--- config.mk ---
export PLATFORM = sky130hd
export DESIGN_NAME = proc_instr_feeder
export DESIGN_NICKNAME = d
export VERILOG_FILES = /design/src/rtl/proc_instr_feeder_pkg.sv /design/src/rtl/proc_prog_ram.sv /design/src/rtl/proc_instr_feeder.sv
export SDC_FILE = /design/constraint.sdc
export NUM_CORES = 1
export LEC_CHECK = 0
export BUFFER_PORTS_ARGS = -buffer_cell sky130_fd_sc_hd__buf_4
export CORE_MARGIN = 5
export CORE_UTILIZATION = 28
export CTS_CLUSTER_SIZE = 24
export DETAILED_ROUTE_END_ITERATION = 8
export HOLD_SLACK_MARGIN = 0.03
export PLACE_DENSITY = 0.47
export SLEW_MARGIN = 5
export SYNTH_ARGS = -nofsm -noshare
export SYNTH_HDL_FRONTEND = slang
export SYNTH_SLANG_ARGS = --single-unit
--- constraint.sdc ---
create_clock -name clock -period 6.4 [get_ports clock]
set_clock_uncertainty 0.15 [all_clocks]
set_input_delay 1.28 -clock clock [delete_from_list [all_inputs] [get_ports clock]]
set_output_delay 1.28 -clock clock [all_outputs]
set_load 0.01 [all_outputs]
--- src/rtl/proc_instr_feeder_pkg.sv ---
// ---------------------------------------------------------------------------
// proc_instr_feeder_pkg
//   Shared ISA definitions for the processor and the instruction feeder:
//   opcode constants, instruction-register field positions and the feeder
//   state encoding. The processor, the feeder and the benches all import
//   this package so that they agree on one instruction format.
// ---------------------------------------------------------------------------
package proc_instr_feeder_pkg;

    // Opcodes, taken from IR[15:13]
    localparam logic [2:0] OP_MV  = 3'b000;
    localparam logic [2:0] OP_MVI = 3'b001;
    localparam logic [2:0] OP_ADD = 3'b010;
    localparam logic [2:0] OP_SUB = 3'b011;

    // Instruction register field positions
    localparam int OP_HI = 15;
    localparam int OP_LO = 13;
    localparam int RX_HI = 12;
    localparam int RX_LO = 10;
    localparam int RY_HI = 9;
    localparam int RY_LO = 7;

    // Feeder sequencer states
    typedef enum logic [2:0] {
        ST_IDLE  = 3'd0,
        ST_ISSUE = 3'd1,
        ST_IMM   = 3'd2,
        ST_WAIT  = 3'd3,
        ST_FIN   = 3'd4
    } feeder_state_t;

    // True when the opcode is the two-word immediate move
    function automatic logic is_mvi(input logic [2:0] opcode);
        return opcode == OP_MVI;
    endfunction

endpackage

--- src/rtl/proc_prog_ram.sv ---
// ---------------------------------------------------------------------------
// proc_prog_ram
//   Program store for the instruction feeder: 2**ADDR_W words of DATA_W bits,
//   written synchronously and read asynchronously so the sequencer can look
//   at a word in the same cycle it decides whether to issue it.
// Ports
//   clock  in   single clock, write on rising edge
//   we     in   write strobe
//   waddr  in   write address
//   wdata  in   write data
//   raddr  in   read address
//   rdata  out  combinational read data
// ---------------------------------------------------------------------------
module proc_prog_ram #(
    parameter int DATA_W = 16,
    parameter int ADDR_W = 4
) (
    input  logic              clock,
    input  logic              we,
    input  logic [ADDR_W-1:0] waddr,
    input  logic [DATA_W-1:0] wdata,
    input  logic [ADDR_W-1:0] raddr,
    output logic [DATA_W-1:0] rdata
);

    logic [DATA_W-1:0] mem [2**ADDR_W];

    // Contents are deliberately not reset so a program survives a reset
    always_ff @(posedge clock) begin
        if (we) begin
            mem[waddr] <= wdata;
        end
    end

    assign rdata = mem[raddr];

endmodule

--- src/rtl/proc_instr_feeder.sv ---
// ---------------------------------------------------------------------------
// proc_instr_feeder
//   Initiator side of the processor din/run/done interface. Holds a small
//   program, issues each word with a one-cycle run pulse, supplies the
//   immediate word of an mvi and waits for done before the next issue.
// Ports
//   clock       in   single clock, rising edge
//   reset       in   synchronous active-high reset
//   prog_we     in   program write strobe, ignored while busy
//   prog_addr   in   program write address
//   prog_wdata  in   program write data
//   prog_len    in   words to execute (0..2**ADDR_W), sampled on start
//   start       in   begin execution at address 0, ignored while busy
//   done        in   processor done, only looked at while waiting
//   din         out  word driven to the processor
//   run         out  one-cycle instruction-valid pulse
//   busy        out  high from accepted start until back in idle
//   finished    out  one-cycle pulse on normal completion
//   error       out  sticky timeout / truncated-mvi flag
//   pc          out  address of the word currently issued
// ---------------------------------------------------------------------------
module proc_instr_feeder
    import proc_instr_feeder_pkg::*;
#(
    parameter int DATA_W  = 16,
    parameter int ADDR_W  = 4,
    parameter int TIMEOUT = 16
) (
    input  logic              clock,
    input  logic              reset,
    input  logic              prog_we,
    input  logic [ADDR_W-1:0] prog_addr,
    input  logic [DATA_W-1:0] prog_wdata,
    input  logic [ADDR_W:0]   prog_len,
    input  logic              start,
    input  logic              done,
    output logic [DATA_W-1:0] din,
    output logic              run,
    output logic              busy,
    output logic              finished,
    output logic              error,
    output logic [ADDR_W-1:0] pc
);

    // Program counter and length are one bit wider than the RAM address so
    // that a full-depth program ends on pc == depth instead of wrapping to 0.
    localparam int            PW    = ADDR_W + 1;
    localparam logic [PW-1:0] DEPTH = PW'(2**ADDR_W);
    localparam int            CW    = $clog2(TIMEOUT + 1);
    localparam logic [CW-1:0] TMAX  = CW'(TIMEOUT - 1);

    feeder_state_t     state, state_n;
    logic [PW-1:0]     pc_int, pc_int_n;
    logic [PW-1:0]     len_q, len_n;
    logic [CW-1:0]     wait_cnt, wait_cnt_n;
    logic              cur_mvi, cur_mvi_n;
    logic [DATA_W-1:0] din_n;
    logic              run_n, busy_n, finished_n, error_n;
    logic [ADDR_W-1:0] pc_n;

    logic [PW-1:0]     len_clamped;
    logic [PW-1:0]     pc_adv;
    logic [PW-1:0]     issue_pc;
    logic [PW-1:0]     issue_len;
    logic [ADDR_W-1:0] ram_raddr;
    logic [DATA_W-1:0] ram_rdata;
    logic              rd_mvi;
    logic              truncated;

    proc_prog_ram #(
        .DATA_W (DATA_W),
        .ADDR_W (ADDR_W)
    ) u_ram (
        .clock (clock),
        .we    (prog_we && (state == ST_IDLE)),
        .waddr (prog_addr),
        .wdata (prog_wdata),
        .raddr (ram_raddr),
        .rdata (ram_rdata)
    );

    // Issue lookahead: because run and din are registered, the word to be
    // issued is inspected on the edge that enters ISSUE. This lets a
    // truncated mvi be caught before any run pulse reaches the processor.
    // In ISSUE itself the RAM is pointed at pc+1 to fetch the immediate.
    assign len_clamped = (prog_len > DEPTH) ? DEPTH : prog_len;
    assign pc_adv      = pc_int + (cur_mvi ? PW'(2) : PW'(1));
    assign issue_pc    = (state == ST_IDLE) ? '0 : pc_adv;
    assign issue_len   = (state == ST_IDLE) ? len_clamped : len_q;
    assign ram_raddr   = (state == ST_ISSUE) ? (pc_int[ADDR_W-1:0] + ADDR_W'(1))
                                             : issue_pc[ADDR_W-1:0];
    assign rd_mvi      = is_mvi(ram_rdata[OP_HI:OP_LO]);
    assign truncated   = rd_mvi && ((issue_pc + PW'(1)) == issue_len);

    // State and output registers; every output is a flop
    always_ff @(posedge clock) begin
        if (reset) begin
            state    <= ST_IDLE;
            pc_int   <= '0;
            len_q    <= '0;
            wait_cnt <= '0;
            cur_mvi  <= 1'b0;
            din      <= '0;
            run      <= 1'b0;
            busy     <= 1'b0;
            finished <= 1'b0;
            error    <= 1'b0;
            pc       <= '0;
        end else begin
            state    <= state_n;
            pc_int   <= pc_int_n;
            len_q    <= len_n;
            wait_cnt <= wait_cnt_n;
            cur_mvi  <= cur_mvi_n;
            din      <= din_n;
            run      <= run_n;
            busy     <= busy_n;
            finished <= finished_n;
            error    <= error_n;
            pc       <= pc_n;
        end
    end

    // Next-state and next-output logic. run and finished are pulses and
    // default low; everything else holds unless a transition changes it.
    always_comb begin
        state_n    = state;
        pc_int_n   = pc_int;
        len_n      = len_q;
        wait_cnt_n = wait_cnt;
        cur_mvi_n  = cur_mvi;
        din_n      = din;
        run_n      = 1'b0;
        busy_n     = busy;
        finished_n = 1'b0;
        error_n    = error;
        pc_n       = pc;

        case (state)
            ST_IDLE: begin
                if (start) begin
                    len_n      = len_clamped;
                    pc_int_n   = '0;
                    pc_n       = '0;
                    wait_cnt_n = '0;
                    error_n    = 1'b0;
                    busy_n     = 1'b1;
                    if (len_clamped == '0) begin
                        state_n    = ST_FIN;
                        finished_n = 1'b1;
                    end else if (truncated) begin
                        error_n = 1'b1;
                        busy_n  = 1'b0;
                    end else begin
                        state_n   = ST_ISSUE;
                        run_n     = 1'b1;
                        din_n     = ram_rdata;
                        cur_mvi_n = rd_mvi;
                    end
                end
            end

            ST_ISSUE: begin
                wait_cnt_n = '0;
                if (cur_mvi) begin
                    state_n = ST_IMM;
                    din_n   = ram_rdata;
                end else begin
                    state_n = ST_WAIT;
                end
            end

            ST_IMM, ST_WAIT: begin
                if (done) begin
                    pc_int_n   = pc_adv;
                    wait_cnt_n = '0;
                    if (pc_adv >= len_q) begin
                        state_n    = ST_FIN;
                        finished_n = 1'b1;
                    end else if (truncated) begin
                        state_n = ST_IDLE;
                        error_n = 1'b1;
                        busy_n  = 1'b0;
                    end else begin
                        state_n   = ST_ISSUE;
                        run_n     = 1'b1;
                        din_n     = ram_rdata;
                        cur_mvi_n = rd_mvi;
                        pc_n      = pc_adv[ADDR_W-1:0];
                    end
                end else if (wait_cnt == TMAX) begin
                    state_n = ST_IDLE;
                    error_n = 1'b1;
                    busy_n  = 1'b0;
                end else begin
                    wait_cnt_n = wait_cnt + CW'(1);
                end
            end

            ST_FIN: begin
                state_n = ST_IDLE;
                busy_n  = 1'b0;
            end

            default: begin
                state_n = ST_IDLE;
                busy_n  = 1'b0;
            end
        endcase
    end

endmodule
== Word-level counts from Yosys, hierarchy flattened ==
Memory sizes are Yosys's and may differ from the RTL's.
Cells that the tools add are included.
Cells by class
  equal/unequal tests: 17
  $lt $le $gt $ge: 2
  add/sub/neg operators: 4
  multiplexer cells: 66
  bitwise logic cells: 1
  reductions and logical operators: 16
Operator list (count)
  two-way mux 16 bit: 6
  one-hot mux 16 bit (3 select lines): 1
  two-way mux 5 bit: 7
  two-way mux 1 bit: 31
  two-way mux 4 bit: 5
  AND reduction 5 bit: 4
  two-way mux 3 bit: 6
  one-hot mux 5 bit (3 select lines): 1
  inequality test 2 bit (second input constant): 6
  inequality test 3 bit (second input constant): 4
  adder 5 x 1 -> 5 bit (second input constant): 2
  one-hot mux 5 bit (2 select lines): 1
  one-hot mux 3 bit (3 select lines): 1
  AND reduction 3 bit: 3
  one-hot mux 1 bit (2 select lines): 4
  one-hot mux 4 bit (2 select lines): 1
  == test 3 x 1 -> 1 bit (second input constant): 2
  == test 3 x 2 -> 1 bit (second input constant): 2
  AND reduction 6 bit: 1
  adder 5 x 2 -> 5 bit: 1
  == test 5 x 4 -> 1 bit (second input constant): 1
  == test 5 bit: 1
  greater-or-equal comparator 5 bit: 1
  > comparator 5 bit (second input constant): 1
  other kinds (12): 13
Word-level totals
  output and inout bits: 24
  RAM bits: 256
  bits of input ports: 30
  register bits: 43
  memories kept: 1
  logic and storage cells: 118
Memories
  u_ram.mem: depth 16, width 16, rd ports 1, clocked after Yosys merged registers in 0, write ports 1, RTL line proc_prog_ram.sv:26  | logic [DATA_W-1:0] mem [2**ADDR_W];

== Depth between registers and ports, before layout ==
An unclocked memory read counts as a cell.
  depth in word-level cells: 11
  gate-level depth with buffers: 16
  mapped depth without buffers: 14

== Modules after synthesis ==
A second synthesis with hierarchy kept.
Unflattened totals
  cells, all modules: 715
  area, all modules: 12283.0 um2
Modules (own cells, without submodules)
  proc_prog_ram: seq. area each 7687.4 um2, area an instance 9721.8 um2, times used 1, cells an instance 416
  proc_instr_feeder: seq. area each 860.8 um2, area an instance 2561.2 um2, times used 1, cells an instance 299

== Worst setup path after synthesis ==
No wires, ideal clock.
  path kind: register to register
  from: register cur_mvi
  to: register din[7]
  arrival: 3407 ps
  setup time: 132 ps
  cell stages (with the launch flop): 17
  path slack: 2711 ps
  clock period less this slack: 3689 ps
  data required time: 6118 ps
  buffers on the path: 2
  path through: dfxtp_1 inv_1 ha_1 inv_1 fa_1 inv_1 ha_1 a21o_1 a21o_1 a21o_1 a21oi_1 o21ai_0 or2_2 clkbuf_1 clkbuf_1 o21ai_0 a21oi_1
On the way
  word-level cells in the longest chain between the ends: 11
  elaborated cells on any way between the ends: 20
  those cells by class: 2 x add/sub; 1 x order compare; 4 x eq/ne; 10 x mux; 2 x reduce/logical; 1 x memory
RTL lines
  from (decl): RTL line proc_instr_feeder.sv:56  | logic cur_mvi, cur_mvi_n;
  from (signal assigned): RTL line proc_instr_feeder.sv:114  | cur_mvi <= cur_mvi_n;
  two-way mux 2 bit: RTL line proc_instr_feeder.sv:87  | assign pc_adv = pc_int + (cur_mvi ? PW'(2) : PW'(1));
  adder 5 x 2 -> 5 bit: RTL line proc_instr_feeder.sv:87
  two-way mux 5 bit: RTL line proc_instr_feeder.sv:88  | assign issue_pc = (state == ST_IDLE) ? '0 : pc_adv;
  two-way mux 4 bit: RTL line proc_instr_feeder.sv:90  | assign ram_raddr = (state == ST_ISSUE) ? (pc_int[ADDR_W-1:0] + ADDR_W'(1))
  memory (16 x 16 bit)
  == test 3 x 1 -> 1 bit: RTL line proc_instr_feeder_pkg.sv:35  | return opcode == OP_MVI;
  logical AND 1 bit: RTL line proc_instr_feeder.sv:93  | assign truncated = rd_mvi && ((issue_pc + PW'(1)) == issue_len);
  two-way mux 16 bit: RTL line proc_instr_feeder.sv:151, proc_instr_feeder.sv:180
  two-way mux 16 bit, on equally long branches: RTL line proc_instr_feeder.sv:177, proc_instr_feeder.sv:148
  two-way mux 16 bit, on equally long branches: RTL line proc_instr_feeder.sv:174, proc_instr_feeder.sv:141
  one-hot mux 16 bit (3 select lines): RTL line proc_instr_feeder.sv:139  | case (state)
  to (signal assigned): RTL line proc_instr_feeder.sv:115  | din <= din_n;
  to (decl): RTL line proc_instr_feeder.sv:37  | output logic [DATA_W-1:0] din,
Parallel ways exist; a longest one is shown, timed or not. The select of a mux whose other input is x is not followed.
A chain may end at the register's enable or synchronous reset.

== Worst setup path in the final report ==
  from: register pc_int[0]
  to: register din[7]
On the way
  word-level cells in the longest chain between the ends: 10
  elaborated cells on any way between the ends: 19
  those cells by class: 3 x add/sub; 1 x order compare; 3 x eq/ne; 9 x mux; 2 x reduce/logical; 1 x memory
RTL lines
  from (decl): RTL line proc_instr_feeder.sv:53  | logic [PW-1:0] pc_int, pc_int_n;
  from (signal assigned): RTL line proc_instr_feeder.sv:111  | pc_int <= pc_int_n;
  adder 5 x 2 -> 5 bit: RTL line proc_instr_feeder.sv:87
  two-way mux 5 bit: RTL line proc_instr_feeder.sv:88
  two-way mux 4 bit: RTL line proc_instr_feeder.sv:90
  memory (16 x 16 bit)
  == test 3 x 1 -> 1 bit: RTL line proc_instr_feeder_pkg.sv:35
  logical AND 1 bit: RTL line proc_instr_feeder.sv:93
  two-way mux 16 bit: RTL line proc_instr_feeder.sv:151, proc_instr_feeder.sv:180
  two-way mux 16 bit, on equally long branches: RTL line proc_instr_feeder.sv:177, proc_instr_feeder.sv:148
  two-way mux 16 bit, on equally long branches: RTL line proc_instr_feeder.sv:174, proc_instr_feeder.sv:141
  one-hot mux 16 bit (3 select lines): RTL line proc_instr_feeder.sv:139
Parallel ways exist; a longest one is shown, timed or not. The select of a mux whose other input is x is not followed.

==> impl_metrics.tcl <==
set metrics [dict create \
    portBuffers 53 \
    critPathCapture "din[7]" \
    min_period_ns 4.46 \
    cts_root_buf "clkbuf_16" \
    cts_tree "yes" \
    grt_pass1_wl_um 54700 \
    final_cells 1755 \
    start_util_pct 28.2 \
    arrival_ns 4.77 \
    startpoint_type "flip-flop" \
    syn_to_final_growth_pct 17.3 \
    dp.cells 1691 \
    finalHoldViolCount 0 \
    antenna_found_initial 4 \
    synth_fp_nets 1123 \
    synth_flop_cell "edfxtp_1" \
    wl_per_cell_um 20.6 \
    p_sw_mw 1.87 \
    dieArea_um2 49700 \
    overflow 0 \
    syn_area_um2 12700 \
    p_int_mw 3.74 \
    path_clk_slew_ns 0.06 \
    die_x_um 223 \
    yosys_warnings 0 \
    end_kind "flip-flop" \
    synth_edf_count 256 \
    p_leak_nw 5.09 \
    routed_wl_um 36200 \
    most-common-layout-cells "265 x nand2_1, 256 x edfxtp_1, 93 x nand3_1" \
    place.gp.congestion 0.768 \
    layout_commonest_cell "nand2_1" \
    rsz0062_at_grt "no" \
    max_cap_violations 0 \
    cp-startpoint "pc_int[0]" \
    grt_pass1_vias 8556 \
    finalSetupViolations 0 \
    sequentialPowerShare_pct 40.6 \
    min_from "len_q[1]" \
    clock-sinks 299 \
    final_nets 1169 \
    synth_cell_types 65 \
    crit_required_ns 6.70 \
    holdBufCountCts 0 \
    holdWs_ns 0.326 \
    yosysSeqAreaShare_pct 67.3 \
    slew_headroom_pct 27.3 \
    num_vias 8588 \
    switching_share_pct 33.4 \
    drtIter0Drc 688 \
    cts_made_buffers 34 \
    status "completed" \
    tns_ns 0 \
    h-tree-depth 2 \
    clk-insertion-delay-late_ns 0.53 \
    comb_power_share_pct 26.6 \
    p_total_mw 5.61 \
    reg2reg_to "din[7]" \
    worst_hold_path.num_cells 2 \
    first_pass_iters 5 \
    async_reset_ff_share_pct 0 \
    hp-class "reg -> reg" \
    layout-drive-gt1-share_pct 13.9 \
    ir_worst_vdd_mv 0.233 \
    clockBufferDepth 3 \
    die_h_um 223 \
    nFillCells 4518 \
    io_pins 54 \
    crit_fanout 67 \
    fmax_ghz 0.224 \
    dp_hpwl_um 20700 \
    crit_type "reg -> reg" \
    rows 78 \
    utilization_pct 33.0 \
    tightestPinTransition_ns 1.09 \
    crit-reg2reg-launch "pc_int[0]" \
    grt_max_degree 68 \
    post_cts_resized 0 \
    core_um2 45100 \
    track_usage_pct 14.3 \
    fin_crit_sh_pct 69.7 \
    power_density_nw_per_um2 376 \
    ys_seq_elements 299 \
    drc_errors 0 \
    post_cts_buffers 0 \
    detail-route-antenna-nets 0 \
    viasPerCell 4.89 \
    finalMaxSlewViolations 0 \
    syn-mean-instance-area_um2 11.8 \
    clkPwrFrac_pct 32.8 \
    ff2ff_path_depth 10 \
    syn_inst 1081 \
    r2r_slack_ns 1.94 \
]
==> worst min path at each step <==
stage                          end  slack, ns
after floorplan           len_q[1]       0.30
after global placement    len_q[1]       0.32
after detailed placement  len_q[1]       0.32
after CTS                 len_q[1]       0.33
after global routing        din[3]       0.35
final                     len_q[1]       0.33
==> kinds of logic after synthesis <==
logic type               Yosys count  synth area share [%]
AO/OA/AOI/OAI                    172                  9.36
XOR/XNOR                          13                 0.896
adder cells (fa/ha/maj)           12                  1.24
buffers and inverters             80                  2.61
flip-flops                       299                  67.3
multiplexers                       3                 0.286
AND/OR/NAND/NOR                  502                  18.3
==> sequential cells by signal, summed over array words and instances (netlist names) <==
signal	count
din	16
error	1
busy	1
pc	4
finished	1
state	3
len_q	5
run	1
wait_cnt	5
u_ram.mem	256
pc_int	5
cur_mvi	1
==> power groups by stage <==
stage,combinational (mW),clock (mW),sequential (mW)
CTS,1.53,1.89,2.28
global placement,1.53,0,2.32
finish,1.49,1.84,2.28
detailed placement,1.52,0,2.32
global route,1.66,1.99,2.28
floorplan,0.972,0,2.31
==> layer usage <==
layer / up-vias / wire length (um) / global-route usage, %
met2: 184 / 17600 / 24.4
li1: 4092 / - / -
met3: 59 / 1660 / 2.80
met1: 4247 / 16000 / 18.6
met5: - / 46 / 0
met4: 6 / 797 / 3.72
==> critical path, stage by stage, from the launching register on <==
cell	delay (ns)
dfxtp_1	0.45
ha_1	0.21
inv_1	0.06
fa_1	0.68
mux2_4	0.81
a311oi_1	0.22
a31o_2	0.29
o21a_2	0.24
nor4_4	0.86
o21ai_0	0.22
a21oi_1	0.17
==> final cells by class <==
type / count / area [um2] / area share [%]
Clock buffer: 45 / 902 / 6.06
Sequential cell: 299 / 8550 / 57.4
Multi-Input combinational cell: 702 / 3910 / 26.3
Tap cell: 600 / 751 / 5.04
Antenna cell: 2 / 5.00 / 0.0336
Timing Repair Buffer: 77 / 578 / 3.88
Clock inverter: 17 / 153 / 1.02
Inverter: 13 / 48.8 / 0.328
==> per-stage QoR <==
step	instance area, um2	worst slack, ns
after floorplan	12700	2.71
after global placement	13800	1.81
after detailed placement	13800	1.73
after CTS	14900	1.72
after global routing	14900	1.62
final	14900	1.94
==> synthesized netlist by cell type (all sizes together) (3+ instances only) <==
cell type,n,area share [%]
o21ai,33,1.3
nand2,266,7.9
a211oi,7,0.49
inv,13,0.38
xor2,4,0.28
nor3,18,0.75
o21a,4,0.25
nor2,38,1.2
a31oi,14,0.74
nor4,6,0.41
nor2b,9,0.44
nand2b,5,0.25
nor3b,4,0.24
nand3b,8,0.47
or3,7,0.34
xnor2,9,0.62
a21oi,47,1.9
edfxtp,256,61
a21o,5,0.30
clkbuf,43,1.3
a311oi,45,3.1
and3,35,1.8
a221oi,3,0.34
buf,24,0.96
dfxtp,43,6.8
nand3,93,3.7
ha,11,1.1
(Power assumes the default switching activity.)
